==> src/rtl/fetch_controller_pkg.sv <==
// fetch_controller_pkg
//   Shared constants and types for the instruction fetch controller:
//   default address width, instruction width, PC increment and the
//   fetch FSM state encoding.
package fetch_controller_pkg;

  localparam int ADDR_W_DEF = 10;
  localparam int INSTR_W    = 32;
  localparam int PC_INC     = 4;

  typedef enum logic {
    ST_RUN  = 1'b0,
    ST_HALT = 1'b1
  } fetch_state_e;

  // True when the two low byte-address bits select a whole word.
  function automatic logic is_word_aligned(input logic [1:0] lsbs);
    return (lsbs == 2'b00);
  endfunction

endpackage

==> src/rtl/fetch_controller_if.sv <==
// fetch_controller_if
//   Fetched-instruction stream from fetch toward decode.
//   Signals:
//     if_valid  - head instruction is valid
//     if_pc     - byte address of the head instruction
//     if_instr  - head instruction word
//     id_ready  - decode accepts; transfer when if_valid && id_ready
//   Modports:
//     master - fetch side (drives valid/pc/instr, samples ready)
//     slave  - decode side
interface fetch_controller_if
  import fetch_controller_pkg::*;
#(
  parameter int ADDR_W = ADDR_W_DEF
) ();

  logic               if_valid;
  logic [ADDR_W-1:0]  if_pc;
  logic [INSTR_W-1:0] if_instr;
  logic               id_ready;

  modport master (output if_valid, output if_pc, output if_instr, input id_ready);
  modport slave  (input if_valid, input if_pc, input if_instr, output id_ready);

endinterface

==> src/rtl/fetch_fifo.sv <==
// fetch_fifo
//   Small first-word-fall-through FIFO holding fetched {pc, instr} pairs.
//   The head entry is visible combinationally; storage is reset to zero so
//   the head reads as zero out of reset.
//   Ports:
//     clk, reset  - clock, asynchronous active-high reset
//     flush       - discard all entries (wins over push and pop)
//     push        - write push_data at the tail
//     push_data   - entry to write
//     pop         - drop the head entry (ignored when empty)
//     head_data   - current head entry
//     count       - number of valid entries
module fetch_fifo
  import fetch_controller_pkg::*;
#(
  parameter int DEPTH = 2,
  parameter int WIDTH = ADDR_W_DEF + INSTR_W,
  localparam int PTR_W = $clog2(DEPTH),
  localparam int CNT_W = PTR_W + 1
) (
  input  logic             clk,
  input  logic             reset,
  input  logic             flush,
  input  logic             push,
  input  logic [WIDTH-1:0] push_data,
  input  logic             pop,
  output logic [WIDTH-1:0] head_data,
  output logic [CNT_W-1:0] count
);

  logic [WIDTH-1:0] mem_q [DEPTH];
  logic [WIDTH-1:0] mem_d [DEPTH];
  logic [PTR_W-1:0] wr_ptr_q, wr_ptr_d;
  logic [PTR_W-1:0] rd_ptr_q, rd_ptr_d;
  logic [CNT_W-1:0] count_q, count_d;
  logic             pop_ok;

  assign pop_ok = pop && (count_q != '0);

  always_comb begin
    mem_d    = mem_q;
    wr_ptr_d = wr_ptr_q;
    rd_ptr_d = rd_ptr_q;
    count_d  = count_q;
    if (flush) begin
      wr_ptr_d = '0;
      rd_ptr_d = '0;
      count_d  = '0;
    end else begin
      if (push) begin
        for (int i = 0; i < DEPTH; i++) begin
          if (wr_ptr_q == PTR_W'(i)) begin
            mem_d[i] = push_data;
          end
        end
        wr_ptr_d = wr_ptr_q + PTR_W'(1);
      end
      if (pop_ok) begin
        rd_ptr_d = rd_ptr_q + PTR_W'(1);
      end
      count_d = count_q + CNT_W'(push) - CNT_W'(pop_ok);
    end
  end

  always_ff @(posedge clk or posedge reset) begin
    if (reset) begin
      for (int i = 0; i < DEPTH; i++) begin
        mem_q[i] <= '0;
      end
      wr_ptr_q <= '0;
      rd_ptr_q <= '0;
      count_q  <= '0;
    end else begin
      mem_q    <= mem_d;
      wr_ptr_q <= wr_ptr_d;
      rd_ptr_q <= rd_ptr_d;
      count_q  <= count_d;
    end
  end

  assign head_data = mem_q[rd_ptr_q];
  assign count     = count_q;

endmodule

==> src/rtl/fetch_controller.sv <==
// fetch_controller
//   Instruction fetch front end: steers the external program counter,
//   issues synchronous instruction-memory reads, buffers responses in a
//   FIFO and presents them in order to decode. Redirects flush everything
//   younger and restart fetch at the target.
//   Optional feature (macro FETCH_MISALIGN_CHECK_EN): a redirect to a
//   target with nonzero low bits halts fetch and raises fetch_misalign
//   until the next aligned redirect. Without the macro the low target bits
//   are forced to zero and the port does not exist.
//   Ports:
//     clk, reset       - clock, asynchronous active-high reset
//     current_pc       - registered PC from the program counter
//     next_pc, PCWrite - PC load value and load enable
//     imem_addr        - instruction memory address (1-cycle read latency)
//     imem_rdata       - word for the address issued the previous cycle
//     redirect_valid   - taken branch/jump; flush and refetch
//     redirect_target  - redirect destination
//     dec              - fetched-instruction stream toward decode
//     fetch_misalign   - misaligned redirect seen (optional)
module fetch_controller
  import fetch_controller_pkg::*;
#(
  parameter int ADDR_W    = ADDR_W_DEF,
  parameter int BUF_DEPTH = 2
) (
  input  logic               clk,
  input  logic               reset,
  input  logic [ADDR_W-1:0]  current_pc,
  output logic [ADDR_W-1:0]  next_pc,
  output logic               PCWrite,
  output logic [ADDR_W-1:0]  imem_addr,
  input  logic [INSTR_W-1:0] imem_rdata,
  input  logic               redirect_valid,
  input  logic [ADDR_W-1:0]  redirect_target,
  fetch_controller_if.master dec
`ifdef FETCH_MISALIGN_CHECK_EN
  ,
  output logic               fetch_misalign
`endif
);

  localparam int CNT_W = $clog2(BUF_DEPTH) + 1;
  localparam int SUM_W = CNT_W + 1;
  localparam int ENT_W = ADDR_W + INSTR_W;

  fetch_state_e       state_q, state_d;
  logic               inflight_q, inflight_d;
  logic [ADDR_W-1:0]  inflight_pc_q, inflight_pc_d;

  logic [CNT_W-1:0]   fifo_count;
  logic [ENT_W-1:0]   head_data;
  logic               flush, push, pop, pc_write, has_room, redirect_bad;
  logic [SUM_W-1:0]   fill_after_pop;
  logic [ADDR_W-1:0]  target_eff;

`ifdef FETCH_MISALIGN_CHECK_EN
  assign target_eff   = redirect_target;
  assign redirect_bad = !is_word_aligned(redirect_target[1:0]);
`else
  assign target_eff   = redirect_target & ~ADDR_W'(3);
  assign redirect_bad = 1'b0;
`endif

  assign imem_addr    = current_pc;
  assign dec.if_valid = (fifo_count != '0);
  assign dec.if_pc    = head_data[INSTR_W +: ADDR_W];
  assign dec.if_instr = head_data[INSTR_W-1:0];
  assign pop          = dec.if_valid && dec.id_ready;

  // Space check counts the entry leaving this cycle and the read still in
  // flight, so a full buffer never receives a response it cannot hold.
  assign fill_after_pop = SUM_W'(fifo_count) + SUM_W'(inflight_q) - SUM_W'(pop);
  assign has_room       = (fill_after_pop < SUM_W'(BUF_DEPTH));

  always_comb begin
    state_d       = state_q;
    inflight_d    = 1'b0;
    inflight_pc_d = inflight_pc_q;
    pc_write      = 1'b0;
    next_pc       = current_pc + ADDR_W'(PC_INC);
    flush         = 1'b0;
    // A response lands one cycle after issue; a redirect discards it.
    push          = inflight_q && !redirect_valid;
    if (redirect_valid) begin
      flush   = 1'b1;
      next_pc = target_eff;
      if (redirect_bad) begin
        state_d = ST_HALT;
      end else begin
        state_d  = ST_RUN;
        pc_write = 1'b1;
      end
    end else if ((state_q == ST_RUN) && has_room) begin
      pc_write      = 1'b1;
      inflight_d    = 1'b1;
      inflight_pc_d = current_pc;
    end
  end

  // Held off while reset is asserted so the PC stays at its reset value.
  assign PCWrite = pc_write && !reset;

  always_ff @(posedge clk or posedge reset) begin
    if (reset) begin
      state_q       <= ST_RUN;
      inflight_q    <= 1'b0;
      inflight_pc_q <= '0;
    end else begin
      state_q       <= state_d;
      inflight_q    <= inflight_d;
      inflight_pc_q <= inflight_pc_d;
    end
  end

`ifdef FETCH_MISALIGN_CHECK_EN
  assign fetch_misalign = (state_q == ST_HALT);
`endif

  fetch_fifo #(
    .DEPTH (BUF_DEPTH),
    .WIDTH (ENT_W)
  ) u_fifo (
    .clk       (clk),
    .reset     (reset),
    .flush     (flush),
    .push      (push),
    .push_data ({inflight_pc_q, imem_rdata}),
    .pop       (pop),
    .head_data (head_data),
    .count     (fifo_count)
  );

endmodule

==> src/flat_wrapper.sv <==
// flat-port wrapper written by rule: the top's interface ports become plain ports
module fetch_controller_flat import fetch_controller_pkg::*;
#(
  parameter int ADDR_W    = ADDR_W_DEF,
  parameter int BUF_DEPTH = 2
)
  (clk, reset, current_pc, next_pc, PCWrite, imem_addr, imem_rdata, redirect_valid, redirect_target, dec_if_valid, dec_if_pc, dec_if_instr, dec_id_ready);
  fetch_controller_if #(.ADDR_W(ADDR_W)) dec_i ();
  input  logic clk;
  input  logic reset;
  input  logic [ADDR_W-1:0] current_pc;
  output logic [ADDR_W-1:0] next_pc;
  output logic PCWrite;
  output logic [ADDR_W-1:0] imem_addr;
  input  logic [INSTR_W-1:0] imem_rdata;
  input  logic redirect_valid;
  input  logic [ADDR_W-1:0] redirect_target;
  output wire logic [$bits(dec_i.if_valid)-1:0] dec_if_valid;
  output wire logic [$bits(dec_i.if_pc)-1:0] dec_if_pc;
  output wire logic [$bits(dec_i.if_instr)-1:0] dec_if_instr;
  input wire logic [$bits(dec_i.id_ready)-1:0] dec_id_ready;
  assign dec_if_valid = dec_i.if_valid;
  assign dec_if_pc = dec_i.if_pc;
  assign dec_if_instr = dec_i.if_instr;
  assign dec_i.id_ready = dec_id_ready;
  fetch_controller #(.ADDR_W(ADDR_W), .BUF_DEPTH(BUF_DEPTH)) u_core (.clk(clk), .reset(reset), .current_pc(current_pc), .next_pc(next_pc), .PCWrite(PCWrite), .imem_addr(imem_addr), .imem_rdata(imem_rdata), .redirect_valid(redirect_valid), .redirect_target(redirect_target), .dec(dec_i));
endmodule
==> config.mk <==
export PLATFORM = sky130hd
export DESIGN_NAME = fetch_controller_flat
export DESIGN_NICKNAME = d
export VERILOG_FILES = /design/src/rtl/fetch_controller_pkg.sv /design/src/rtl/fetch_controller_if.sv /design/src/rtl/fetch_fifo.sv /design/src/rtl/fetch_controller.sv /design/src/flat_wrapper.sv
export SDC_FILE = /design/constraint.sdc
export NUM_CORES = 1
export LEC_CHECK = 0
export ABC_AREA = 0
export ABC_CLOCK_PERIOD_IN_PS = 4400
export CAP_MARGIN = 20
export CELL_PAD_IN_SITES_DETAIL_PLACEMENT = 1
export CELL_PAD_IN_SITES_GLOBAL_PLACEMENT = 1
export CORE_MARGIN = 2
export CORE_UTILIZATION = 43
export DETAILED_ROUTE_END_ITERATION = 16
export PLACE_DENSITY = 0.93
export SKIP_CTS_REPAIR_TIMING = 1
export SYNTH_ARGS = -nofsm -noshare
export SYNTH_HDL_FRONTEND = slang
export SYNTH_SLANG_ARGS = --single-unit
export TNS_END_PERCENT = 5
==> constraint.sdc <==
create_clock -name clk -period 4.4 [get_ports clk]
set_input_delay 0.44 -clock clk [delete_from_list [all_inputs] [get_ports clk]]
set_output_delay 0.44 -clock clk [all_outputs]
set_load 0.005 [all_outputs]
* Word-level counts from Yosys, hierarchy flattened
Cells that the tools add are included.
Word-level totals: register bits 99, bits in latches 0, memory bits (writable) 0, ROM bits 0, input bits 56, output and inout bits 64, logic and storage cells 45, memories 0
Operators by class: add/subtract/negate cells 7, multipliers 0, divide/modulo/power cells 0, magnitude comparators 2, eq/ne operators 0, shifts and indexed selects 0, mux-type cells 13, bitwise gates (word level) 4, reduce and logical (&&, ||, !) cells 12
Operators by type and width (count):
- two-way mux 42 bit | 3
- adder 10 x 3 -> 10 bit, second input constant | 1
- two-way mux 10 bit | 1
- two-way mux 1 bit | 8
- AND reduction 3 bit | 2
- nonzero test 2 bit | 3
- logical AND 1 bit | 4
- adder 2 x 1 -> 3 bit | 1
- < comparator 3 x 2 -> 1 bit, second input constant | 1
- inverter 1 bit | 3
- subtractor 3 x 1 -> 3 bit | 1
- adder 1 bit, second input constant | 2
- adder 2 x 1 -> 2 bit | 1
- >= comparator 2 bit, second input constant | 1
- zero test 1 bit | 2
- two-way mux 2 bit | 1
- inverter 1 -> 2 bit | 1
- AND reduction 2 bit | 1
- subtractor 2 x 1 -> 2 bit | 1

* Logic depth before layout (Yosys ltp)
depth after elaboration 7, depth in mapped cells 8, gate-level depth less buffers 7

* Hierarchy
From an unflattened synthesis, not the netlist that was laid out.
Second synthesis, totals: cells, all modules 326, area total of the unflattened synthesis 4680.7 µm²
Modules (own cells, without submodules):
- fetch_fifo | times used 1, cells an instance 243, area each 3886.2 µm², sequential area each 2202.1 µm²
- fetch_controller | times used 1, cells an instance 83, area each 794.5 µm², sequential area each 275.3 µm²

* Worst setup path before layout
Ideal clock, no wire load.
kind input -> output, start point input reset, end point output PCWrite, data arrival time 2800 ps, data required time 3960 ps, path slack 1160 ps, cell stages on the path 2, path buffers 0, path through inv_1 -> o21a_1
On the way: cells in the longest elaborated chain, start to end 2
RTL lines:
- start: declaration | RTL line flat_wrapper.sv:10 | input logic reset;
- zero test 1 bit | RTL line fetch_controller.sv:101 | assign PCWrite = pc_write && !reset;
- logical AND 1 bit | RTL line fetch_controller.sv:101
- end: declaration | RTL line flat_wrapper.sv:13 | output logic PCWrite;
Every way passes these cells.

* Worst setup path in the final report
start point register u_core.u_fifo.count_q[1] (netlist: u_core.u_fifo.count[1]), end point output PCWrite
On the way: cells in the longest elaborated chain, start to end 7, elaborated cells between the ends (all ways) 8, classes of those cells add/sub (2); order compare (1); mux (2); reduce/logical (3)
RTL lines:
- start: declaration | RTL line fetch_fifo.sv:35 | logic [CNT_W-1:0] count_q, count_d;
- start signal: assignment | RTL line fetch_fifo.sv:77 | count_q <= count_d;
- parallel branches: the longest is 2 deep, another holds adder 2 x 1 -> 3 bit
- subtractor 3 x 1 -> 3 bit (*) | RTL line fetch_controller.sv:72 | assign fill_after_pop = SUM_W'(fifo_count) + SUM_W'(inflight_q) - SUM_W'(pop);
- < comparator 3 x 2 -> 1 bit (*) | RTL line fetch_controller.sv:73 | assign has_room = (fill_after_pop < SUM_W'(BUF_DEPTH));
- two-way mux 1 bit (*) | RTL line fetch_controller.sv:93 | end else if ((state_q == ST_RUN) && has_room) begin
- two-way mux 1 bit (*) | RTL line fetch_controller.sv:84 | if (redirect_valid) begin
- logical AND 1 bit (*) | RTL line fetch_controller.sv:101
Mark *: on every way between the ends.

==> results.cfg <==
[worst_setup_path]
crit_slowest_cell = clkdlybuf4s50_1
cp-end-kind = primary output
crit_top_cell = o21a_1
cp-start-kind = flop
critical_path.cell_chain = o21a_1 -> ha_1 -> nand2b_1 -> fa_1 -> xor2_1 -> nor2_1 -> o21a_1 -> clkdlybuf4s50_1
crit_type = flop to primary output
crit_path_max_incr_delay_ns = 0.51
cp_max_fo = 5
arrival_ns = 2.82
required_ns = 3.96
reg2reg_depth = 8

[global_routing]
grt_pass1_wl_mm = 17.9
grtUsageTotal_pct = 19.6
grt_max_degree = 58
antenna_found_initial = 0
grt_pass1_vias = 3521
overflow = 0

[place]
hpwl_mm = 7.53
port_buffers = 117
place_congestion = 0.716

[run_status]
status = completed

[clocking]
numCtsBuffers = 9
clockRootBuffer = clkbuf_8
cts_tree = yes
cts_htree_levels = 3
clock-sinks = 99
clkLatencyLatePin_ns = 0.36
clock_path_buffers = 2
clk_pin_slew_ns = 0.10

[floorplan]
ios = 120
start_util_pct = 44.2
dieArea_um2 = 12100
fp.coreArea_um2 = 10900
fp-row-count = 38
fp.dieW_um = 110
die_h_um = 110

[timing]
hold_viol_final = 0
min_period_ns = 3.26
timing.hold.ws_ns = 0.484
final-max-slew-violation-count = 0
skew_ns = 0.0135
maxSlewHeadroom_pct = 28.8
setup_viol = 0
period_share_pct = 74.2
fmax_mhz = 306
rsz0062_at_grt = false
setup_tns_ns = 0
worstMarginPinSlew_ns = 1.07

[detailed_routing]
met1Wirelength_mm = 4.42
ant_nets = 0
drc = 0
drt_iter0_drc = 91
highest_layer = met4
num_vias = 2948
drt_first_pass_iters = 3
vias_per_cell = 5.14
wl_met3_um = 799
wl_per_cell_um = 19.3
wl_mm = 11.0
wl_met2_mm = 5.65

[yosys]
syn_area_um2 = 4810
yosysSeqAreaShare_pct = 51.5
synth_nets = 386
yosys.cell_types.count = 28
ys_warn_count = 0
ys_ff_latch = 99
synthCells = 325
avgSynthCellArea_um2 = 14.8

[power_and_ir_drop]
internal-power_uw = 2910
seq_power_share_pct = 41.1
comb_power_share_pct = 45.8
p_per_area_nw_per_um2 = 671
p_leak_uw = 0.00271
p_switching_uw = 1210
vdd_drop_max_mv = 0.276
clkPwrFrac_pct = 13.1
switching_share_pct = 29.3

[flow_run]
max_cap_viol_count = 0

[final_layout]
diodes = 0
drive_above_1_share_pct = 35.1
fin_nets = 489
area_growth_pct = 27.6

[worst_hold_path]
hold_path_depth = 1
hold_path.class = flop to flop
[cells in the mapped netlist]
| cell | number | share of area, % |
|---|---|---|
| o21a_1 | 2 | 0.31 |
| nor3_1 | 1 | 0.10 |
| nand2b_1 | 1 | 0.13 |
| nor2b_1 | 6 | 0.78 |
| o21ai_0 | 7 | 0.73 |
| nor2_1 | 4 | 0.31 |
| nand2b_4 | 1 | 0.29 |
| mux2_4 | 40 | 12 |
| xor2_1 | 4 | 0.73 |
| o311ai_0 | 1 | 0.18 |
| buf_6 | 9 | 2.1 |
| mux2_2 | 88 | 21 |
| mux2_1 | 9 | 2.1 |
| ha_1 | 4 | 1.0 |
| buf_2 | 7 | 0.73 |
| nand2_1 | 8 | 0.62 |
| inv_1 | 5 | 0.39 |
| nor2_8 | 1 | 0.42 |
| or2_2 | 2 | 0.26 |
| fa_1 | 1 | 0.42 |
| dfrtp_1 | 99 | 51 |
| nand3_1 | 6 | 0.62 |
| clkbuf_1 | 1 | 0.078 |
| xnor2_1 | 4 | 0.73 |
| or4_1 | 2 | 0.31 |
| nand4_1 | 1 | 0.13 |
| nand3b_4 | 1 | 0.42 |
| buf_4 | 10 | 1.6 |
[metal layers]
| metal | GRT usage, % | vias to the layer above |
|---|---|---|
| met5 | 0 | - |
| met4 | 7.23 | 0 |
| met3 | 6.28 | 15 |
| met2 | 34.9 | 95 |
| met1 | 21.9 | 1500 |
| li1 | - | 1338 |
[critical path: cells and delay by family, from the launching register on]
family,cells,cell delay (ns)
simple gates,2,0.27
flops,1,0.47
buf+inv,1,0.51
fa+ha+maj,2,0.67
compound gates,2,0.38
xor+xnor,1,0.16
[power by group through the flow]
stage | registers (µW) | clock network, µW | logic [µW]
final | 1700 | 539 | 1890
after global routing | 1760 | 596 | 2040
after CTS | 1700 | 563 | 1930
after detailed placement | 1710 | 0 | 1900
after global placement | 1650 | 0 | 1830
after floorplan | 1540 | 0 | 1180
[through the flow]
step	setup WS, ns	power (µW)	instance area, µm²	cells	util, %
floorplan	1.16	2730	4810	325	-
global placement	1.24	3480	5960	557	54.8
detailed placement	1.14	3610	5960	557	54.8
CTS	1.08	4190	6140	573	56.4
global route	1.00	4400	6140	573	56.4
finish	1.14	4120	6140	573	56.4
[placed cells by master, fill, tap and decap left out]
cell type	instances
dfrtp_2	1
o21a_1	2
clkinvlp_4	2
nor2b_1	6
clkbuf_1	1
buf_4	2
or4_1	2
xor2_1	4
inv_4	1
nand2b_1	1
mux2_2	88
nand2_1	8
nand3_1	6
or2_2	2
nand3b_4	1
nand4_1	1
nand2b_4	1
dfrtp_1	98
inv_1	4
nor2_1	4
o21ai_0	7
clkinv_2	2
nor3_1	1
nor2_8	1
clkdlybuf4s50_1	117
fa_1	1
mux2_4	40
ha_1	4
clkbuf_8	11
xnor2_1	4
mux2_1	9
o311ai_0	1
[final timing paths]
| check | startpoint | to | slack [ns] |
|---|---|---|---|
| worst max register to register | u_core.u_fifo.count[1] | u_core.inflight_pc_q[9] | 1.78 |
| min in group asynchronous | reset | u_core.u_fifo.mem_q[3] | 0.50 |
| worst min-delay path | u_core.u_fifo.mem_q[58] | u_core.u_fifo.mem_q[58] | 0.48 |
| worst min register to register | u_core.u_fifo.mem_q[58] | u_core.u_fifo.mem_q[58] | 0.48 |
| max in group asynchronous | reset | u_core.u_fifo.rd_ptr_q | 2.73 |
| worst max-delay path | u_core.u_fifo.count[1] | PCWrite | 1.14 |
[sequential cells by signal, summed over array words and instances, names as in the netlist]
signal,count
u_core.inflight_pc_q,10
u_core.inflight_q,1
u_core.u_fifo.count,2
u_core.u_fifo.mem_q,84
u_core.u_fifo.rd_ptr_q,1
u_core.u_fifo.wr_ptr_q,1
[area by class of cell]
| type | instances | area [µm²] |
|---|---|---|
| clock inverter | 4 | 25.0 |
| clock buffer | 12 | 155 |
| multi-input combinational | 194 | 2100 |
| sequential | 99 | 2480 |
| timing repair buffer | 119 | 1190 |
| tap | 140 | 175 |
| fill | 1084 | 4740 |
| inverter | 5 | 21.3 |
[kinds of logic after synthesis]
family,share of synthesized area [%]
xor+xnor,1.46
flops,51.5
simple gates,4.39
fa+ha+maj,1.46
buf+inv,4.86
compound gates,1.22
mux,35.2
Note: power is estimated with default switching activity, not from simulation.
